[src/rtl/mem_access_pkg.sv]
// Shared types and constants for the data-memory access unit.
// Size encodings, FSM state encoding and the default memory capacity.
package mem_access_pkg;

    localparam int MEM_BYTES_DEFAULT = 128;

    localparam logic [1:0] SZ_BYTE = 2'b00;
    localparam logic [1:0] SZ_HALF = 2'b01;
    localparam logic [1:0] SZ_WORD = 2'b10;
    localparam logic [1:0] SZ_RSVD = 2'b11;

    typedef enum logic [2:0] {
        S_IDLE,
        S_LD,
        S_ST,
        S_RMW_RD,
        S_RMW_WR,
        S_RESP
    } state_e;

    function automatic logic [2:0] size_bytes(input logic [1:0] sz);
        logic [2:0] n;
        case (sz)
            SZ_BYTE: n = 3'd1;
            SZ_HALF: n = 3'd2;
            default: n = 3'd4;
        endcase
        return n;
    endfunction

endpackage

[src/rtl/mem_lane_align.sv]
// Big-endian lane handling: extract/extend load lanes and merge store lanes.
// Purely combinational; the caller supplies the read word and the merge word.
module mem_lane_align
    import mem_access_pkg::*;
(
    input  logic [31:0] ld_word_i,
    input  logic [31:0] st_word_i,
    input  logic [1:0]  offs_i,
    input  logic [1:0]  size_i,
    input  logic        signed_i,
    input  logic [31:0] wdata_i,
    output logic [31:0] ld_data_o,
    output logic [31:0] st_merge_o
);

    logic [7:0]  byte_lane;
    logic [15:0] half_lane;

    always_comb begin
        byte_lane = ld_word_i[31:24];
        case (offs_i)
            2'd0: byte_lane = ld_word_i[31:24];
            2'd1: byte_lane = ld_word_i[23:16];
            2'd2: byte_lane = ld_word_i[15:8];
            2'd3: byte_lane = ld_word_i[7:0];
            default: byte_lane = ld_word_i[31:24];
        endcase
        half_lane = offs_i[1] ? ld_word_i[15:0] : ld_word_i[31:16];
    end

    always_comb begin
        ld_data_o = ld_word_i;
        case (size_i)
            SZ_BYTE: ld_data_o = {{24{signed_i & byte_lane[7]}}, byte_lane};
            SZ_HALF: ld_data_o = {{16{signed_i & half_lane[15]}}, half_lane};
            default: ld_data_o = ld_word_i;
        endcase
    end

    // Only the addressed lane is replaced; the rest of the old word survives.
    always_comb begin
        st_merge_o = st_word_i;
        case (size_i)
            SZ_BYTE: begin
                case (offs_i)
                    2'd0: st_merge_o[31:24] = wdata_i[7:0];
                    2'd1: st_merge_o[23:16] = wdata_i[7:0];
                    2'd2: st_merge_o[15:8]  = wdata_i[7:0];
                    2'd3: st_merge_o[7:0]   = wdata_i[7:0];
                    default: st_merge_o = st_word_i;
                endcase
            end
            SZ_HALF: begin
                if (offs_i[1]) st_merge_o[15:0]  = wdata_i[15:0];
                else           st_merge_o[31:16] = wdata_i[15:0];
            end
            default: st_merge_o = wdata_i;
        endcase
    end

endmodule

[src/rtl/mem_access_unit.sv]
// CPU-side load/store unit for a word-wide big-endian DataMemory.
// Sub-word stores use a read-modify-write pass through a merge register.
module mem_access_unit
    import mem_access_pkg::*;
#(
    parameter int MEM_BYTES = MEM_BYTES_DEFAULT
) (
    input  logic        CLK,
    input  logic        Reset,
    input  logic        req_valid,
    output logic        req_ready,
    input  logic        req_write,
    input  logic [1:0]  req_size,
    input  logic        req_signed,
    input  logic [31:0] req_addr,
    input  logic [31:0] req_wdata,
    output logic        resp_valid,
    output logic [31:0] resp_rdata,
    output logic        resp_err,
    output logic        mem_RD,
    output logic        mem_WR,
    output logic [31:0] mem_DAddr,
    output logic [31:0] mem_DataIn,
    input  logic [31:0] mem_DataOut
);

    state_e      state_q;
    logic [31:0] addr_q;
    logic [31:0] wdata_q;
    logic [1:0]  size_q;
    logic        signed_q;
    logic [31:0] merge_q;
    logic        resp_valid_q;
    logic        resp_err_q;
    logic [31:0] resp_rdata_q;

    logic [32:0] end_addr_d;
    logic        misalign_d;
    logic        oob_d;
    logic        err_d;
    logic [31:0] ld_data;
    logic [31:0] st_merge;

    // 33-bit end address so a wrap near 2^32 still counts as out of range.
    always_comb begin
        end_addr_d = {1'b0, req_addr} + {30'b0, size_bytes(req_size)};
        oob_d      = end_addr_d > 33'(MEM_BYTES);
        misalign_d = ((req_size == SZ_HALF) && req_addr[0])
                  || ((req_size == SZ_WORD) && (req_addr[1:0] != 2'b00));
        err_d      = (req_size == SZ_RSVD) || misalign_d || oob_d;
    end

    mem_lane_align u_align (
        .ld_word_i  (mem_DataOut),
        .st_word_i  (merge_q),
        .offs_i     (addr_q[1:0]),
        .size_i     (size_q),
        .signed_i   (signed_q),
        .wdata_i    (wdata_q),
        .ld_data_o  (ld_data),
        .st_merge_o (st_merge)
    );

    always_ff @(posedge CLK) begin
        if (Reset) begin
            state_q      <= S_IDLE;
            addr_q       <= '0;
            wdata_q      <= '0;
            size_q       <= SZ_BYTE;
            signed_q     <= 1'b0;
            merge_q      <= '0;
            resp_valid_q <= 1'b0;
            resp_err_q   <= 1'b0;
            resp_rdata_q <= '0;
        end else begin
            case (state_q)
                S_IDLE: begin
                    resp_valid_q <= 1'b0;
                    if (req_valid) begin
                        addr_q       <= req_addr;
                        wdata_q      <= req_wdata;
                        size_q       <= req_size;
                        signed_q     <= req_signed;
                        resp_err_q   <= err_d;
                        resp_rdata_q <= '0;
                        if (err_d) begin
                            state_q      <= S_RESP;
                            resp_valid_q <= 1'b1;
                        end else if (!req_write) begin
                            state_q <= S_LD;
                        end else if (req_size == SZ_WORD) begin
                            state_q <= S_ST;
                        end else begin
                            state_q <= S_RMW_RD;
                        end
                    end
                end
                S_LD: begin
                    resp_rdata_q <= ld_data;
                    resp_valid_q <= 1'b1;
                    state_q      <= S_RESP;
                end
                S_ST: begin
                    resp_valid_q <= 1'b1;
                    state_q      <= S_RESP;
                end
                S_RMW_RD: begin
                    merge_q <= mem_DataOut;
                    state_q <= S_RMW_WR;
                end
                S_RMW_WR: begin
                    resp_valid_q <= 1'b1;
                    state_q      <= S_RESP;
                end
                S_RESP: begin
                    resp_valid_q <= 1'b0;
                    state_q      <= S_IDLE;
                end
                default: begin
                    resp_valid_q <= 1'b0;
                    state_q      <= S_IDLE;
                end
            endcase
        end
    end

    // Strobes are gated by Reset so a reset landing on a write cycle kills it.
    always_comb begin
        mem_RD = !Reset && ((state_q == S_LD) || (state_q == S_RMW_RD));
        mem_WR = !Reset && ((state_q == S_ST) || (state_q == S_RMW_WR));
    end

    assign req_ready  = (state_q == S_IDLE);
    assign resp_valid = resp_valid_q;
    assign resp_err   = resp_err_q;
    assign resp_rdata = resp_rdata_q;
    assign mem_DAddr  = {addr_q[31:2], 2'b00};
    assign mem_DataIn = st_merge;

endmodule

[config.mk]
export PLATFORM = sky130hd
export DESIGN_NAME = mem_access_unit
export DESIGN_NICKNAME = d
export VERILOG_FILES = /design/src/rtl/mem_access_pkg.sv /design/src/rtl/mem_lane_align.sv /design/src/rtl/mem_access_unit.sv
export SDC_FILE = /design/constraint.sdc
export NUM_CORES = 1
export LEC_CHECK = 0
export ABC_AREA = 1
export BUFFER_PORTS_ARGS = -buffer_cell sky130_fd_sc_hd__buf_4
export CORE_MARGIN = 3
export CORE_UTILIZATION = 48
export DETAILED_ROUTE_END_ITERATION = 7
export MAX_ROUTING_LAYER = met4
export PLACE_DENSITY = 0.83
export SKIP_CTS_REPAIR_TIMING = 1
export SYNTH_ARGS = -nofsm -noshare
export SYNTH_HDL_FRONTEND = slang
export SYNTH_SLANG_ARGS = --single-unit
[constraint.sdc]
create_clock -name CLK -period 2.1 [get_ports CLK]
set_input_delay 0.105 -clock CLK [delete_from_list [all_inputs] [get_ports CLK]]
set_output_delay 0.105 -clock CLK [all_outputs]
set_load 0.05 [all_outputs]
==> results.md <==
* Run status: finished, violations left
* Failing checks: hold timing
* Simple logic cell fraction of the synthesized area at 0.2154
* Nets at 1,453
* Reg-to-Reg End: resp_rdata[30]$_SDFFE_PP0P_
* Wire per inst at 17.84 µm
* Largest net degree at the start of global routing at 65
* Final slew viol count at 0
* Clock skew at 7.145 ps
* Post-synthesis compound-gate area fraction at 0.2985
* GRT Overall Usage at 0.3100
* R2R cell count at 10
* Adder-cell share of the synthesized area at 0.007491
* Mux contribution to synthesized area at 0
* Synth cell types at 45
* Register area share after synthesis at 0.3543
* Initial antenna violation count at 0
* Post-synth ARST share at 0
* Yosys reg bits at 136
* Total Routed Length at 28,010 µm
* Reg-to-Reg Start: addr_q[1]$_SDFFE_PP0P_
* CP Class: reg2out
* Clock slew seen by the registers of the worst setup and hold paths at 60 ps
* Power density over the cells at 1065 nW/µm²
* Final Hold Fails at 20
* # clock sinks at 136
* Final GP Congestion at 1.005
* N_diodes at 0
* Core Region at 15,430 µm²
* Die Area at 17,560 µm²
* Post-synth EDFFs at 0
* 1st-iter DRT viols at 1,101
* Main combinational cell family by area after synthesis: compound AO/OA/AOI/OAI gates
* Min Clock Period, post-route at 2096 ps
* Lkg Pwr at 0.004502 µW
* Tcrit/Tclk final at 0.9981
* Global route overflow at 0
* Dpl ws at -240.1 ps
* Routed via count at 8,796
* Die height at 132.5 µm
* Worst rel slew slack at 0.5258
* Final core utilization at 0.6677
* Hold crit path type: in2reg
* Critical Path AT at 1990 ps
* HPWL after DPL at 20,300 µm
* Worst Path Required at 2000 ps
* CP Launch Point: size_q[0]$_SDFFE_PP0P_
* Max FO, Critical Path at 8
* # IOs at 204
* Max Freq at 477.1 MHz
* Mean post-synth cell area at 6.705 µm²
* Vias in the first global route at 7,909
* Final setup violation count at 0
* Clock buffer depth at 2
* Placed cell count at 1,495
* Hold Slack at -38.97 ps
* Post-route ant nets at 0
* R2R setup slack at 120 ps
* Num rows at 45
* Critical Path Source Type: register
* Cts bufs inserted at 17
* Storage element area at 2733 µm²
* Fill count at 1,359
* Critical path capture point: mem_DataIn[6]
* Max-Cap Viols at 0
* Port bufs at 201
* Final setup margin at 3.964 ps
* Fin cells at 1,570
* Synthesized instance count at 1,146
* Die X at 132.5 µm
* CP Capture Type: output pin
* Worst skew pair latency at 420 ps
* DRC errors left at 0
* H-Tree Depth at 4
* RSZ-0062 raised after global routing: yes
* Worst slew pin tran at 709.6 ps
* Initial Utilization at 0.4981
* Warnings, synthesis at 0
* Area of the multi-input gates at 4119 µm²
* Synth-to-layout area growth at 34.07%
* Drt via density at 5.603
* Synth Area in XOR/XNOR at 0.005699
* Layout cells sized above 1 at 0.2524
* CTS tree: done
* Mapped Area at 7684 µm²
* Worst VDD drop at 0.7295 mV
* Overall Power at 10,970 µW
* Top FF cell, synth: dfxtp_1
* Clock root cell: clkbuf_16
* DRT Pass-1 Iters at 5
* First-pass GRT wire length at 42,410 µm
[flip-flops by register name (all words and copies together), names as in the netlist]
register,flops
size_q,2
resp_valid,1
resp_rdata,32
resp_err,1
wdata_q,32
merge_q,32
signed_q,1
state_q,3
addr_q,32
[cell usage after synthesis (5+ instances only)]
master    instances  area, µm²
nand3_1          30      150.1
o211ai_1         19      142.6
inv_1            97      364.1
nand2_1         200      750.7
o221ai_1         16      140.1
nor2_2           10      62.56
buf_2             9      45.04
o211ai_2         10      125.1
nor2_1          139      521.8
a21oi_1         134      670.6
clkbuf_1         52      195.2
a21oi_2           9      78.83
buf_4            33      247.7
o22ai_1           8      50.05
o21ai_0         179      895.9
nor3_1            5      25.02
dfxtp_1         136       2723
[how the worst min path moves through the flow]
| stage | from | to | slack [ps] | cells after the start |
|---|---|---|---|---|
| after floorplan | req_addr[10] | addr_q[10]$_SDFFE_PP0P_ | 240 | 2 |
| after global placement | req_wdata[18] | wdata_q[18]$_SDFFE_PP0P_ | 330 | 3 |
| after detailed placement | req_wdata[24] | wdata_q[24]$_SDFFE_PP0P_ | 330 | 3 |
| after CTS | req_wdata[24] | wdata_q[24]$_SDFFE_PP0P_ | -110 | 3 |
| after global routing | mem_DataOut[0] | merge_q[0]$_SDFFE_PP0P_ | 1 | 3 |
| final | req_wdata[14] | wdata_q[14]$_SDFFE_PP0P_ | -40 | 3 |
[power breakdown]
group,switching (µW),internal [µW]
Clock,1150,1690
Sequential,226,2950
Combinational,3460,1480
[placed cells by master, fill, tap and decap left out, types with 8 or more instances in the layout]
master / synthesis / layout
buf_4: 33 / 235
nand2_1: 200 / 196
o21ai_0: 179 / 172
nor2_1: 139 / 135
a21oi_1: 134 / 134
dfxtp_1: 136 / 132
inv_1: 97 / 93
dlygate4sd3_1: 0 / 31
nand3_1: 30 / 30
o211ai_1: 19 / 19
clkbuf_16: 0 / 17
o221ai_1: 16 / 15
o21ai_1: 3 / 10
o211ai_2: 10 / 10
nor2_2: 10 / 9
a21oi_2: 9 / 9
nor2_4: 3 / 8
o22ai_1: 8 / 8
[metal layers]
layer / track usage / routed length, µm / vias up
li1: - / - / 4216
met1: 0.3738 / 11010 / 4026
met2: 0.5130 / 13410 / 477
met5: - / 0 / -
met4: 0.1120 / 934 / 0
met3: 0.06578 / 2653 / 77
[logic make-up (layout without fill, tap and decap cells)]
| kind of cell | after synthesis | in the layout |
|---|---|---|
| buffers and inverters | 200 | 412 |
| AND/OR/NAND/NOR | 403 | 403 |
| flip-flops | 136 | 136 |
| AO/OA/AOI/OAI | 397 | 397 |
| XOR/XNOR | 5 | 5 |
| other | 1 | 2 |
| adder cells (fa/ha/maj) | 4 | 4 |
[final cells by class]
cell class	count	share of cell area
inverters	104	0.03984
well taps	211	0.02563
flip-flops and latches	136	0.2653
clock inverters	10	0.009231
multi-input cells	811	0.3999
clock buffers	22	0.04506
repair buffers	276	0.2151
[critical path: stages (launching register included)]
cell and delay [ps]:
dfxtp_4 370, inv_4 40, nor2_4 160, clkinv_4 80, nor2_4 120, nor2_4 70, buf_6 150, o211ai_1 320
buf_4 270
[metrics by stage]
step           area [µm²]  TNS, ps  hold slack (ps)
6_report            10300        0           -38.97
5_1_grt             10300   -332.2            1.128
4_1_cts              9812    -2458           -105.9
3_5_place_dp         9253   -994.1            334.2
3_3_place_gp         9253   -729.2            329.3
2_1_floorplan        7712   -485.1            239.9
No activity file was read; power rests on OpenSTA's default activity.
